--- src/rtl/fetch_unit.sv ---
// Instruction fetch: issues word requests to imem and buffers in-order responses for the decoder.
// A response reaches the decoder 1 cycle after arrival; requests stall while no buffer credit is free.
module fetch_unit #(
  parameter logic [31:0] RESET_PC        = 32'h0000_0000,
  parameter int          FIFO_DEPTH      = 2,
  parameter int          MAX_OUTSTANDING = 2
) (
  input  logic        clk,
  input  logic        rst,
  output logic        imem_req_valid,
  input  logic        imem_req_ready,
  output logic [31:0] imem_req_addr,
  input  logic        imem_resp_valid,
  input  logic [31:0] imem_resp_data,
  input  logic        redirect,
  input  logic [31:0] redirect_pc,
  output logic        inst_valid,
  input  logic        inst_ready,
  output logic [31:0] inst,
  output logic [31:0] inst_pc
);

  localparam int AW = $clog2(FIFO_DEPTH);
  localparam int CW = $clog2(FIFO_DEPTH) + 1;
  localparam int OW = $clog2(MAX_OUTSTANDING) + 1;
  localparam int SW = ((CW > OW) ? CW : OW) + 1;
  localparam logic [31:0] NOP = 32'h0000_0013;

  typedef struct packed {
    logic [31:0] inst;
    logic [31:0] pc;
  } entry_t;

  entry_t        buf_q [FIFO_DEPTH];
  logic [AW-1:0] wr_ptr;
  logic [AW-1:0] rd_ptr;
  logic [CW-1:0] count;
  logic [OW-1:0] outstanding;
  logic [OW-1:0] drop_cnt;
  logic [OW-1:0] outstanding_nxt;
  logic [31:0]   fetch_pc;
  logic [31:0]   resp_pc;
  logic [31:0]   last_pc;
  logic [31:0]   redirect_pc_al;
  logic [SW-1:0] credits_used;
  entry_t        head;
  logic          req_fire;
  logic          resp_take;
  logic          resp_drop;
  logic          resp_keep;
  logic          pop;

  assign redirect_pc_al = redirect_pc & 32'hFFFF_FFFC;

  // Buffered plus kept-in-flight instructions: a request is only issued when its response is
  // guaranteed a FIFO slot, so responses never need backpressure.
  assign credits_used   = SW'(count) + SW'(outstanding - drop_cnt);
  assign imem_req_valid = !rst && !redirect
                          && (outstanding < OW'(MAX_OUTSTANDING))
                          && (credits_used < SW'(FIFO_DEPTH));
  assign imem_req_addr  = fetch_pc;
  assign req_fire       = imem_req_valid && imem_req_ready;

  // A response with nothing outstanding is a protocol error and is ignored entirely.
  assign resp_take = imem_resp_valid && (outstanding != '0);
  assign resp_drop = resp_take && (redirect || (drop_cnt != '0));
  assign resp_keep = resp_take && !resp_drop;

  assign head       = buf_q[rd_ptr];
  assign inst_valid = (count != '0);
  assign inst       = inst_valid ? head.inst : NOP;
  assign inst_pc    = inst_valid ? head.pc : last_pc;
  assign pop        = inst_valid && inst_ready;

  assign outstanding_nxt = outstanding + OW'(req_fire) - OW'(resp_take);

  always_ff @(posedge clk or posedge rst) begin
    if (rst) begin
      fetch_pc    <= RESET_PC;
      resp_pc     <= RESET_PC;
      last_pc     <= '0;
      wr_ptr      <= '0;
      rd_ptr      <= '0;
      count       <= '0;
      outstanding <= '0;
      drop_cnt    <= '0;
    end else begin
      outstanding <= outstanding_nxt;
      if (inst_valid) last_pc <= head.pc;
      if (redirect) begin
        // Everything still in flight after this cycle belongs to the old stream.
        fetch_pc <= redirect_pc_al;
        resp_pc  <= redirect_pc_al;
        drop_cnt <= outstanding_nxt;
        wr_ptr   <= '0;
        rd_ptr   <= '0;
        count    <= '0;
      end else begin
        if (req_fire) fetch_pc <= fetch_pc + 32'd4;
        if (resp_keep) begin
          resp_pc <= resp_pc + 32'd4;
          wr_ptr  <= wr_ptr + AW'(1);
        end
        if (resp_drop) drop_cnt <= drop_cnt - OW'(1);
        if (pop) rd_ptr <= rd_ptr + AW'(1);
        count <= count + CW'(resp_keep) - CW'(pop);
      end
    end
  end

  always_ff @(posedge clk) begin
    if (resp_keep) buf_q[wr_ptr] <= {imem_resp_data, resp_pc};
  end

endmodule

--- config.mk ---
export PLATFORM = sky130hd
export DESIGN_NAME = fetch_unit
export DESIGN_NICKNAME = d
export VERILOG_FILES = /design/src/rtl/fetch_unit.sv
export SDC_FILE = /design/constraint.sdc
export NUM_CORES = 1
export LEC_CHECK = 0
export CELL_PAD_IN_SITES_DETAIL_PLACEMENT = 1
export CELL_PAD_IN_SITES_GLOBAL_PLACEMENT = 1
export CORE_ASPECT_RATIO = 0.7
export CORE_MARGIN = 2
export CORE_UTILIZATION = 23
export DETAILED_ROUTE_END_ITERATION = 6
export PLACE_DENSITY = 0.46
export SYNTH_ARGS = -nofsm -noshare
export SYNTH_HDL_FRONTEND = slang
export SYNTH_SLANG_ARGS = --single-unit
--- constraint.sdc ---
create_clock -name clk -period 9.7 [get_ports clk]
set_input_delay 0.97 -clock clk [delete_from_list [all_inputs] [get_ports clk]]
set_output_delay 0.97 -clock clk [all_outputs]
set_load 0.01 [all_outputs]
==> results of run 1 <==
[cell families after synthesis]
| logic type | count (synthesis) |
|---|---|
| simple gates | 236 |
| compound gates | 113 |
| buf+inv | 50 |
| fa+ha+maj | 10 |
| other cells | 1 |
| flops | 224 |
| mux | 69 |
| xor+xnor | 41 |
[layout by cell type, fill, tap and decap left out, types with 26 or more instances in the layout]
cell type / synthesis / layout
sky130_fd_sc_hd__clkbuf_16: 0 / 27
sky130_fd_sc_hd__clkdlybuf4s50_1: 0 / 162
sky130_fd_sc_hd__dfrtp_1: 100 / 99
sky130_fd_sc_hd__edfxtp_1: 124 / 124
sky130_fd_sc_hd__mux2i_1: 64 / 64
sky130_fd_sc_hd__nand2_1: 86 / 86
sky130_fd_sc_hd__nand3_1: 26 / 26
sky130_fd_sc_hd__nand4_1: 31 / 31
sky130_fd_sc_hd__nor2_1: 51 / 48
sky130_fd_sc_hd__o21ai_0: 70 / 70
sky130_fd_sc_hd__xor2_1: 27 / 27
[through the flow]
stage               setup slack, ns  instance area (um^2)  std cells
global placement               5.78                 11700       1431
finish                         5.26                 12500       1479
detailed placement             5.77                 11700       1431
CTS                            5.19                 12500       1479
global route                   5.11                 12500       1479
floorplan                      4.95                  9470        745
[power by group]
group,switching (W),internal [W],total [W]
logic,0.000463,0.000424,0.000888
registers,0.000110,0.00116,0.00127
clock network,0.000390,0.000537,0.000928
[worst max-delay path: stages (launching register included)]
cell and delay [ns]:
sky130_fd_sc_hd__dfrtp_1 0.46, sky130_fd_sc_hd__fa_1 0.56, sky130_fd_sc_hd__inv_1 0.05, sky130_fd_sc_hd__fa_1 0.52, sky130_fd_sc_hd__or4b_4 0.52, sky130_fd_sc_hd__nor2_1 0.24
sky130_fd_sc_hd__clkdlybuf4s50_1 0.59
[state kept, by name, summed over array words and instances, names as in the netlist]
name / cells
buf_q: 124
resp_pc: 30
rd_ptr: 1
outstanding: 2
imem_req_addr: 30
wr_ptr: 1
count: 2
last_pc: 32
drop_cnt: 2
[layer usage]
layer | share of wire (%) | vias to the layer above | wire [um]
li1 | - | 3073 | -
met1 | 48 | 3309 | 12900
met2 | 47 | 101 | 12700
met3 | 3.3 | 36 | 886
met4 | 2.0 | 0 | 536
met5 | 0 | - | 0
[layout make-up]
type / instances / area (um^2)
Fill cell: 4506 / 28300
Sequential cell: 224 / 6230
Multi-Input combinational cell: 471 / 3050
Timing Repair Buffer: 174 / 1710
Clock buffer: 31 / 701
Tap cell: 544 / 681
Clock inverter: 17 / 101
Inverter: 18 / 70.1
[synth_stat cells, types with 9 or more instances]
master and count:
sky130_fd_sc_hd__and2_1 9, sky130_fd_sc_hd__clkbuf_1 19, sky130_fd_sc_hd__dfrtp_1 100, sky130_fd_sc_hd__edfxtp_1 124, sky130_fd_sc_hd__inv_1 16, sky130_fd_sc_hd__mux2i_1 64, sky130_fd_sc_hd__nand2_1 86, sky130_fd_sc_hd__nand3_1 26
sky130_fd_sc_hd__nand4_1 31, sky130_fd_sc_hd__nor2_1 51, sky130_fd_sc_hd__o211ai_1 15, sky130_fd_sc_hd__o21ai_0 70, sky130_fd_sc_hd__xnor2_1 14, sky130_fd_sc_hd__xor2_1 27
[how the worst max path moves through the flow]
stage / end / slack, ns
floorplan: buf_q[0][10]$_DFFE_PP_ / 4.95
global placement: drop_cnt[1]$_DFFE_PP0P_ / 5.78
detailed placement: drop_cnt[1]$_DFFE_PP0P_ / 5.77
CTS: imem_req_valid / 5.19
global route: imem_req_valid / 5.11
finish: imem_req_valid / 5.26
==> impl_summary.txt, run 1 <==
----------------------------------------------------
[Critical path]
  Critical Path Source Type ... register
  Category of the most critical setup path ... register to output pin
  Reg-to-Reg End ... drop_cnt[1]$_DFFE_PP0P_
  Critical path endpoint category ... output pin
  Critical path fanouts, max ... 3
  FF-to-FF Start ... count[1]$_DFF_PP0_
  Arrival time at the worst endpoint ... 3.47 ns
  Required time worst endpoint ... 8.73 ns
  R2R depth ... 14
  Worst setup path startpoint ... count[1]$_DFF_PP0_
  Register-to-register setup slack ... 5.76 ns

[Global route]
  Number of antenna violations at the first check in global routing ... 0
  Global-route total usage across every layer ... 12.8%
  Global routing's busiest layer ... met2
  Overflow left after global routing ... 0
  Met1 Use GR ... 17.8%
  Vias in the first global route ... 6898
  First-pass GRT wire length ... 42400 um
  Met3 track utilization from global routing ... 2.28%
  Pin count of the biggest net entering global routing ... 93
  GRT met2 Usage ... 20.6%

[Clocking]
  Setup Buffers After CTS ... 0
  Number of H-tree branching levels ... 1
  Clock network latency to the later pin of the worst-skew pair ... 0.54 ns
  Number of sinks driven by the clock tree ... 224
  Resized Gates After CTS ... 0
  TritonCTS clock tree ... built
  Reg clk slew, reported paths ... 0.06 ns
  Hold buffers post-CTS ... 0
  Total clock buffers created by CTS ... 26
  Buffer depth of the longest clock path ... 3
  Root buffer selected by CTS ... sky130_fd_sc_hd__clkbuf_16

[Drt]
  Count of nets left with antenna violations after detail routing ... 0
  Remaining design rule violation count ... 0
  Drt first pass iters ... 4
  Sum of routed wire length over all layers ... 27000 um
  Vias per cell ... 4.41
  Total number of vias ... 6519
  Number of design-rule violations left by the first detailed-router iteration ... 279
  Detail-routed net length per standard cell ... 18.2 um

[Finish]
  Share of the core filled with cells ... 30.7%
  Area Growth Syn to Fin ... 32.5%
  Net total in the final layout ... 995
  Antenna diodes ... 0
  Fraction of final layout cells sized beyond drive strength 1 ... 6.95%

[Floorplan]
  Initial standard-cell utilization of the core ... 23.2%
  Core footprint ... 0.0408 mm^2
  Die Outline Area ... 0.0428 mm^2
  Horizontal extent of the die ... 246 um
  Top Ports ... 168
  Die Height ... 174 um
  Total number of placement rows ... 62

[Pwr]
  Power per cell area ... 246 mW/mm^2
  Static Leakage ... 4.42 nW
  Total power after layout ... 0.00308 W
  Maximum vdd ir drop ... 0.171 mV

[Yosys]
  Synthesized-area fraction occupied by ao, oa, aoi and oai cells ... 7.14%
  Post-Synth Simple-Gate Area ... 12.1%
  Syn. warnings ... 0
  Share of async-settable or async-resettable flops after synthesis ... 44.6%
  Proportion of netlist area held by the largest area contributor ... 39.4%
  Syn Std Cell Area ... 0.00946 mm^2
  Unique cell type count in the Yosys netlist ... 46
  Seq/Total Area, Yosys ... 65.8%
  Portion of netlist area occupied by mux cells ... 7.37%
  Combinational family with the most area after synthesis ... simple AND/OR/NAND/NOR gates
  Adder and majority cell fraction of the synthesized area ... 1.48%
  Synth Instances ... 744
  Average cell area after synthesis ... 12.7 um^2
  Cell type with the highest aggregate area in the netlist ... sky130_fd_sc_hd__edfxtp_1
  Xor and xnor area share after synthesis ... 3.80%
  Synth Register Bits ... 224
  Number of flops mapped to enable cells by yosys ... 124
  Ranking of synthesized cells by area ... sky130_fd_sc_hd__edfxtp_1 (39%), sky130_fd_sc_hd__dfrtp_1 (26%), sky130_fd_sc_hd__mux2i_1 (6.8%)
  Synth Flop Type ... sky130_fd_sc_hd__edfxtp_1

[STA]
  Total Neg Setup Slack ... 0 ns
  Worst hold margin ... 0.483 ns
  Max-slew headroom ... 31.9%
  Highest attainable clock frequency ... 225 MHz
  Hold violation total from the final report ... 0
  Time the worst path needs with I/O delays and setup ... 4.44 ns
  Actual slew at the worst max-slew pin ... 1.01 ns
  Setup Skew ... 0.0171 ns
  Fin. max-slew vios ... 0
  Period Utilization, post-route ... 45.7%
  Unrepaired setup endpoints after global routing ... no
  Total of endpoints with negative setup slack in the final report ... 0

[Status]
  Run status ... completed

[Worst hold path]
  Worst Min Path Start ... last_pc[1]$_DFF_PP0_
  Class of the most critical hold timing path ... register to register
  Cell depth of the worst min-delay path ... 1
  Hold-critical path endpoint ... last_pc[1]$_DFF_PP0_

[Placement]
  Final GP Congestion ... 0.759
  HPWL after detailed placement ... 18000 um
  Buffers added on ports ... 163

[Job]
  Number of max-cap violations ... 0

----------------------------------------------------
(Power assumes the default switching activity.)
==> inputs of run 2 (changes only) <==
Clock period 9.7 ns to 4.1 ns, I/O delays scaled along.
==> impl_summary.txt, run 2 (same netlist as run 1, synthesis figures left out) <==
----------------------------------------------------
[Drt]
  Vias per cell ... 4.36
  Count of nets left with antenna violations after detail routing ... 0
  Drt first pass iters ... 4
  Detail-routed net length per standard cell ... 18.3 um
  Sum of routed wire length over all layers ... 27100 um
  Remaining design rule violation count ... 0
  Total number of vias ... 6461
  Number of design-rule violations left by the first detailed-router iteration ... 212

[Critical path]
  Category of the most critical setup path ... register to output pin
  Required time worst endpoint ... 3.69 ns
  FF-to-FF Start ... count[1]$_DFF_PP0_
  Critical path endpoint category ... output pin
  Critical path's slowest cell ... sky130_fd_sc_hd__clkdlybuf4s50_1
  Worst setup path startpoint ... count[1]$_DFF_PP0_
  Highest cell delay on the worst timing path ... 0.58 ns
  Most numerous cell on the critical path ... sky130_fd_sc_hd__fa_1
  Critical-path cell list ... fa_1, inv_1, fa_1, or4b_4, nor2_1, clkdlybuf4s50_1
  Arrival time at the worst endpoint ... 3.44 ns
  Critical Path Source Type ... register
  Critical path fanouts, max ... 3

[Clocking]
  Number of H-tree branching levels ... 1
  Total clock buffers created by CTS ... 26
  TritonCTS clock tree ... built
  Hold buffers post-CTS ... 0
  Reg clk slew, reported paths ... 0.06 ns
  Clock network latency to the later pin of the worst-skew pair ... 0.54 ns
  Resized Gates After CTS ... 0
  Buffer depth of the longest clock path ... 3
  Number of sinks driven by the clock tree ... 224
  Root buffer selected by CTS ... sky130_fd_sc_hd__clkbuf_16
  Setup Buffers After CTS ... 0

[Job]
  Number of max-cap violations ... 0

[Placement]
  HPWL after detailed placement ... 18300 um
  Final GP Congestion ... 0.730
  Buffers added on ports ... 163
  Worst setup slack before clock tree synthesis ... 0.490 ns
  Cell total after placement ... 1435
  Placed Instance Area ... 0.0118 mm^2

[Floorplan]
  Die Outline Area ... 0.0428 mm^2
  Die Height ... 174 um
  Initial standard-cell utilization of the core ... 23.2%
  Core footprint ... 0.0408 mm^2
  Top Ports ... 168
  Horizontal extent of the die ... 246 um
  Total number of placement rows ... 62

[Finish]
  Area Growth Syn to Fin ... 34.5%
  Flip-flop count of the largest register, all copies and words added ... 124
  Fraction of final layout cells sized beyond drive strength 1 ... 7.99%
  Most common library cell in the layout ignoring fill and taps ... sky130_fd_sc_hd__clkdlybuf4s50_1
  Largest register by flop count ... buf_q
  Post-route cell area ... 0.0127 mm^2
  Non-filler instance count after layout ... 1483
  Antenna diodes ... 0
  Largest registers in the final layout ... buf_q (124), last_pc (32)
  Top library cells by usage in the layout, fill and taps aside ... sky130_fd_sc_hd__clkdlybuf4s50_1 (162), sky130_fd_sc_hd__edfxtp_1 (124), sky130_fd_sc_hd__dfrtp_1 (99), sky130_fd_sc_hd__nand2_1 (86), sky130_fd_sc_hd__o21ai_0 (70)
  Number of fill cells ... 4462
  Net total in the final layout ... 999

[Status]
  Run status ... completed

[Global route]
  Global-route total usage across every layer ... 12.8%
  Vias in the first global route ... 6944
  Pin count of the biggest net entering global routing ... 63
  Number of antenna violations at the first check in global routing ... 0
  First-pass GRT wire length ... 42500 um
  Overflow left after global routing ... 0

[STA]
  Max-slew headroom ... 28.9%
  Hold violation total from the final report ... 0
  Period Utilization, post-route ... 93.8%
  Highest attainable clock frequency ... 260 MHz
  Total of endpoints with negative setup slack in the final report ... 0
  Fin. max-slew vios ... 0
  Setup Skew ... 0.00936 ns
  Total Neg Setup Slack ... 0 ns
  Unrepaired setup endpoints after global routing ... no
  Crit path setup slack, layout ... 0.253 ns
  Actual slew at the worst max-slew pin ... 1.06 ns
  Time the worst path needs with I/O delays and setup ... 3.85 ns

[Worst hold path]
  Class of the most critical hold timing path ... primary input to asynchronous set/reset pin

[Pwr]
  Maximum vdd ir drop ... 0.369 mV
  Static Leakage ... 4.51 nW
  Power per cell area ... 596 mW/mm^2

----------------------------------------------------
[run 2: changes by cell type in the layout (fill, tap and decap cells not counted), sizes merged]
cell,change
clkinv,-6
buf,+4
bufinv,+3
clkbuf,+4
inv,-1
[run 2: critical path: cells and delay by family (launching register included)]
| family | cells | cell delay, ns |
|---|---|---|
| adder cells (fa/ha/maj) | 2 | 1.08 |
| buffers and inverters | 2 | 0.63 |
| flip-flops | 1 | 0.45 |
| AND/OR/NAND/NOR | 2 | 0.75 |
[run 2: final timing paths]
| kind | endpoint | slack [ns] | cells past startpoint |
|---|---|---|---|
| setup / recovery | imem_req_valid | 0.25 | 6 |
| hold / removal | imem_req_addr[4]$_DFFE_PP0P_ | 0.45 | 2 |
| setup reg to reg | drop_cnt[1]$_DFFE_PP0P_ | 0.50 | 13 |
| hold reg to reg | last_pc[0]$_DFF_PP0_ | 0.49 | 1 |
| max in group asynchronous | imem_req_addr[29]$_DFFE_PP0P_ | 2.68 | 4 |
| min in group clk | buf_q[1][52]$_DFFE_PP_ | 0.46 | 1 |
[run 2: metal layers]
metal  wire length (um)  GRT usage (%)
met1              12900           18.0
met2              12500           20.3
met5                  0              0
met4                501           2.61
met3               1140           2.57
[run 2: where the power goes]
part	total (W)	internal, W	switching, W	leakage (nW)
logic	0.00214	0.00104	0.00110	1.73
registers	0.00300	0.00273	0.000267	2.35
clock network	0.00244	0.00150	0.000939	0.439
total	0.00758	0.00528	0.00230	4.51
[run 2: per-stage QoR]
| step | total power [W] | utilization, % | hold slack (ns) |
|---|---|---|---|
| 3_5_place_dp | 0.00527 | 29.0 | 0.475 |
| 2_1_floorplan | 0.00406 | - | 0.462 |
| 6_report | 0.00758 | 31.2 | 0.454 |
| 3_3_place_gp | 0.00524 | 29.0 | 0.470 |
| 5_1_grt | 0.00807 | 31.2 | 0.430 |
| 4_1_cts | 0.00778 | 31.2 | 0.420 |
[run 2: area by class of cell]
type / count / area, um^2 / share of cell area [%]
sequential: 224 / 6230 / 48.9
multi-input combinational: 471 / 3050 / 24.0
timing repair buffer: 178 / 1800 / 14.2
clock buffer: 35 / 736 / 5.78
tap: 544 / 681 / 5.35
clock inverter: 13 / 163 / 1.28
inverter: 18 / 70.1 / 0.550
==> inputs of run 3 (changes only) <==
Settings changed: ABC_CLOCK_PERIOD_IN_PS set to 4100, HOLD_SLACK_MARGIN set to 0.05, SETUP_SLACK_MARGIN set to 0.5.
==> impl_summary.txt, run 3 (same netlist as run 1, synthesis figures left out) <==
----------------------------------------------------
[Status]
  Run status ... completed

[STA]
  Unrepaired setup endpoints after global routing ... no
  Fin. max-slew vios ... 0
  Actual slew at the worst max-slew pin ... 1.06 ns
  Highest attainable clock frequency ... 287 MHz
  Time the worst path needs with I/O delays and setup ... 3.49 ns
  Max-slew headroom ... 29.1%
  Hold violation total from the final report ... 0
  Total of endpoints with negative setup slack in the final report ... 0
  Setup Skew ... 0.0108 ns
  Period Utilization, post-route ... 85.1%
  Crit path setup slack, layout ... 0.610 ns

[Critical path]
  R2R depth ... 13
  Critical path endpoint category ... register
  FF-to-FF Start ... count[1]$_DFF_PP0_
  Highest cell delay on the worst timing path ... 0.53 ns
  Bufs and invs on worst path ... 3
  Register-to-register setup slack ... 0.61 ns
  Critical-path cell list ... fa_1, inv_1, fa_1, or4b_4, nor3_4, clkinv_4, ha_4, inv_1, ha_4, xnor2_2, xnor2_1, nand2_1, o21ai_1
  Largest delay contributor family on the critical path ... adder cells
  Critical path fanouts, max ... 6
  Critical Path Source Type ... register
  Arrival time at the worst endpoint ... 3.95 ns
  Category of the most critical setup path ... register to register
  Reg-to-Reg End ... drop_cnt[1]$_DFFE_PP0P_
  Required time worst endpoint ... 4.56 ns
  Critical path's slowest cell ... sky130_fd_sc_hd__fa_1

[Global route]
  Global-route total usage across every layer ... 12.8%
  Global routing's busiest layer ... met2
  Overflow left after global routing ... 0
  Number of antenna violations at the first check in global routing ... 0
  First-pass GRT wire length ... 42500 um
  Met1 Use GR ... 18.0%
  GRT met2 Usage ... 20.3%
  Vias in the first global route ... 6945
  Met3 track utilization from global routing ... 2.57%
  Pin count of the biggest net entering global routing ... 63

[Finish]
  Largest registers in the final layout ... buf_q (124), last_pc (32)
  Most common library cell in the layout ignoring fill and taps ... sky130_fd_sc_hd__clkdlybuf4s50_1
  Post-route cell area ... 0.0128 mm^2
  Non-filler instance count after layout ... 1489
  Sequential cell area ... 0.00623 mm^2
  Combined area of the multi-input logic cells ... 0.00309 mm^2
  Largest register by flop count ... buf_q
  Fraction of final layout cells sized beyond drive strength 1 ... 9.21%
  Area Growth Syn to Fin ... 35.5%
  Share of the core filled with cells ... 31.4%
  Net total in the final layout ... 1005
  Antenna diodes ... 0
  Flip-flop count of the largest register, all copies and words added ... 124
  Number of fill cells ... 4453
  Top library cells by usage in the layout, fill and taps aside ... sky130_fd_sc_hd__clkdlybuf4s50_1 (161), sky130_fd_sc_hd__edfxtp_1 (124), sky130_fd_sc_hd__dfrtp_1 (97), sky130_fd_sc_hd__nand2_1 (86), sky130_fd_sc_hd__o21ai_0 (69)

[Drt]
  Number of design-rule violations left by the first detailed-router iteration ... 201
  Remaining design rule violation count ... 0
  Total number of vias ... 6483
  Vias per cell ... 4.35
  Detail-routed net length per standard cell ... 18.3 um
  Count of nets left with antenna violations after detail routing ... 0
  Drt first pass iters ... 4
  Sum of routed wire length over all layers ... 27200 um

[Pwr]
  Power per cell area ... 597 mW/mm^2
  Total power after layout ... 0.00766 W
  Static Leakage ... 4.55 nW
  Maximum vdd ir drop ... 0.368 mV

[Worst hold path]
  Worst Min Path Start ... redirect
  Hold-critical path endpoint ... imem_req_addr[4]$_DFFE_PP0P_
  Cell depth of the worst min-delay path ... 5
  Class of the most critical hold timing path ... primary input to register

[Floorplan]
  Die Outline Area ... 0.0428 mm^2
  Die Height ... 174 um
  Total number of placement rows ... 62
  Initial standard-cell utilization of the core ... 23.2%
  Horizontal extent of the die ... 246 um
  Core footprint ... 0.0408 mm^2
  Top Ports ... 168

[Job]
  Number of max-cap violations ... 0

[Placement]
  HPWL after detailed placement ... 18300 um
  Worst setup slack before clock tree synthesis ... 0.490 ns
  Final GP Congestion ... 0.730
  Placed Instance Area ... 0.0118 mm^2
  Buffers added on ports ... 163
  Cell total after placement ... 1435

[Clocking]
  TritonCTS clock tree ... built
  Total clock buffers created by CTS ... 26
  Clock network latency to the later pin of the worst-skew pair ... 0.54 ns
  Number of H-tree branching levels ... 1
  Root buffer selected by CTS ... sky130_fd_sc_hd__clkbuf_16
  Reg clk slew, reported paths ... 0.06 ns
  Number of sinks driven by the clock tree ... 224
  Buffer depth of the longest clock path ... 3

----------------------------------------------------
==> run 3: cell types whose count changed in the layout (fill, tap and decap cells not counted), moves of 2 or more <==
cell / change
sky130_fd_sc_hd__buf_4: +6
sky130_fd_sc_hd__dfrtp_1: -2
sky130_fd_sc_hd__ha_1: -2
sky130_fd_sc_hd__dfrtp_2: +2
sky130_fd_sc_hd__ha_4: +2
==> run 3: power breakdown <==
group | internal, W | switching, W | leakage (nW)
Clock | 0.00150 | 0.000940 | 0.439
Sequential | 0.00274 | 0.000263 | 2.34
Combinational | 0.00108 | 0.00114 | 1.77
Total | 0.00532 | 0.00234 | 4.55
==> run 3: how the worst max path moves through the flow <==
stage,to,slack [ns],from,cells after the start
after floorplan,buf_q[0][10]$_DFFE_PP_,-0.09,redirect,5
after global placement,drop_cnt[1]$_DFFE_PP0P_,0.52,count[1]$_DFF_PP0_,13
after detailed placement,drop_cnt[1]$_DFFE_PP0P_,0.49,count[1]$_DFF_PP0_,13
after CTS,drop_cnt[1]$_DFFE_PP0P_,0.52,count[1]$_DFF_PP0_,13
after global routing,drop_cnt[1]$_DFFE_PP0P_,0.48,count[1]$_DFF_PP0_,13
final,drop_cnt[1]$_DFFE_PP0P_,0.61,count[1]$_DFF_PP0_,13
==> run 3: area by class of cell <==
| type | count | share of cell area, % |
|---|---|---|
| Inverter | 18 | 0.586 |
| Clock buffer | 35 | 5.74 |
| Multi-Input combinational cell | 471 | 24.1 |
| Clock inverter | 13 | 1.27 |
| Timing Repair Buffer | 184 | 14.4 |
| Sequential cell | 224 | 48.6 |
| Tap cell | 544 | 5.31 |
==> run 3: worst register-to-register path, cell delays in order, from the launching register on <==
cell and delay [ns]:
sky130_fd_sc_hd__dfrtp_2 0.42, sky130_fd_sc_hd__fa_1 0.53, sky130_fd_sc_hd__inv_1 0.05, sky130_fd_sc_hd__fa_1 0.52
sky130_fd_sc_hd__or4b_4 0.52, sky130_fd_sc_hd__nor3_4 0.27, sky130_fd_sc_hd__clkinv_4 0.12, sky130_fd_sc_hd__ha_4 0.27
sky130_fd_sc_hd__inv_1 0.05, sky130_fd_sc_hd__ha_4 0.16, sky130_fd_sc_hd__xnor2_2 0.13, sky130_fd_sc_hd__xnor2_1 0.20
sky130_fd_sc_hd__nand2_1 0.07, sky130_fd_sc_hd__o21ai_1 0.09
==> run 3: repair_timing <==
| action | CTS | global route |
|---|---|---|
| buffers inserted | 0 | 6 |
| endpoints found under the setup margin | 2 | 2 |
| cloned | 0 | 0 |
| pin swaps | 0 | 2 |
| gates resized for setup | 5 | 8 |
| hold buffers | 0 | 0 |
==> run 3: routing by layer <==
layer  vias up  wire length (um)  part of all wire [%]
met5         -                 0                     0
met4         0               501                   1.8
met3        31              1150                   4.2
met2        93             12600                    46
met1      3280             12900                    47
li1       3079                 -                     -
==> run 3: per-stage QoR <==
step / TNS, ns / hold slack [ns]
floorplan: -10.86 / 0.462
detailed placement: 0 / 0.475
CTS: 0 / 0.420
global route: 0 / 0.430
finish: 0 / 0.439
global placement: 0 / 0.470
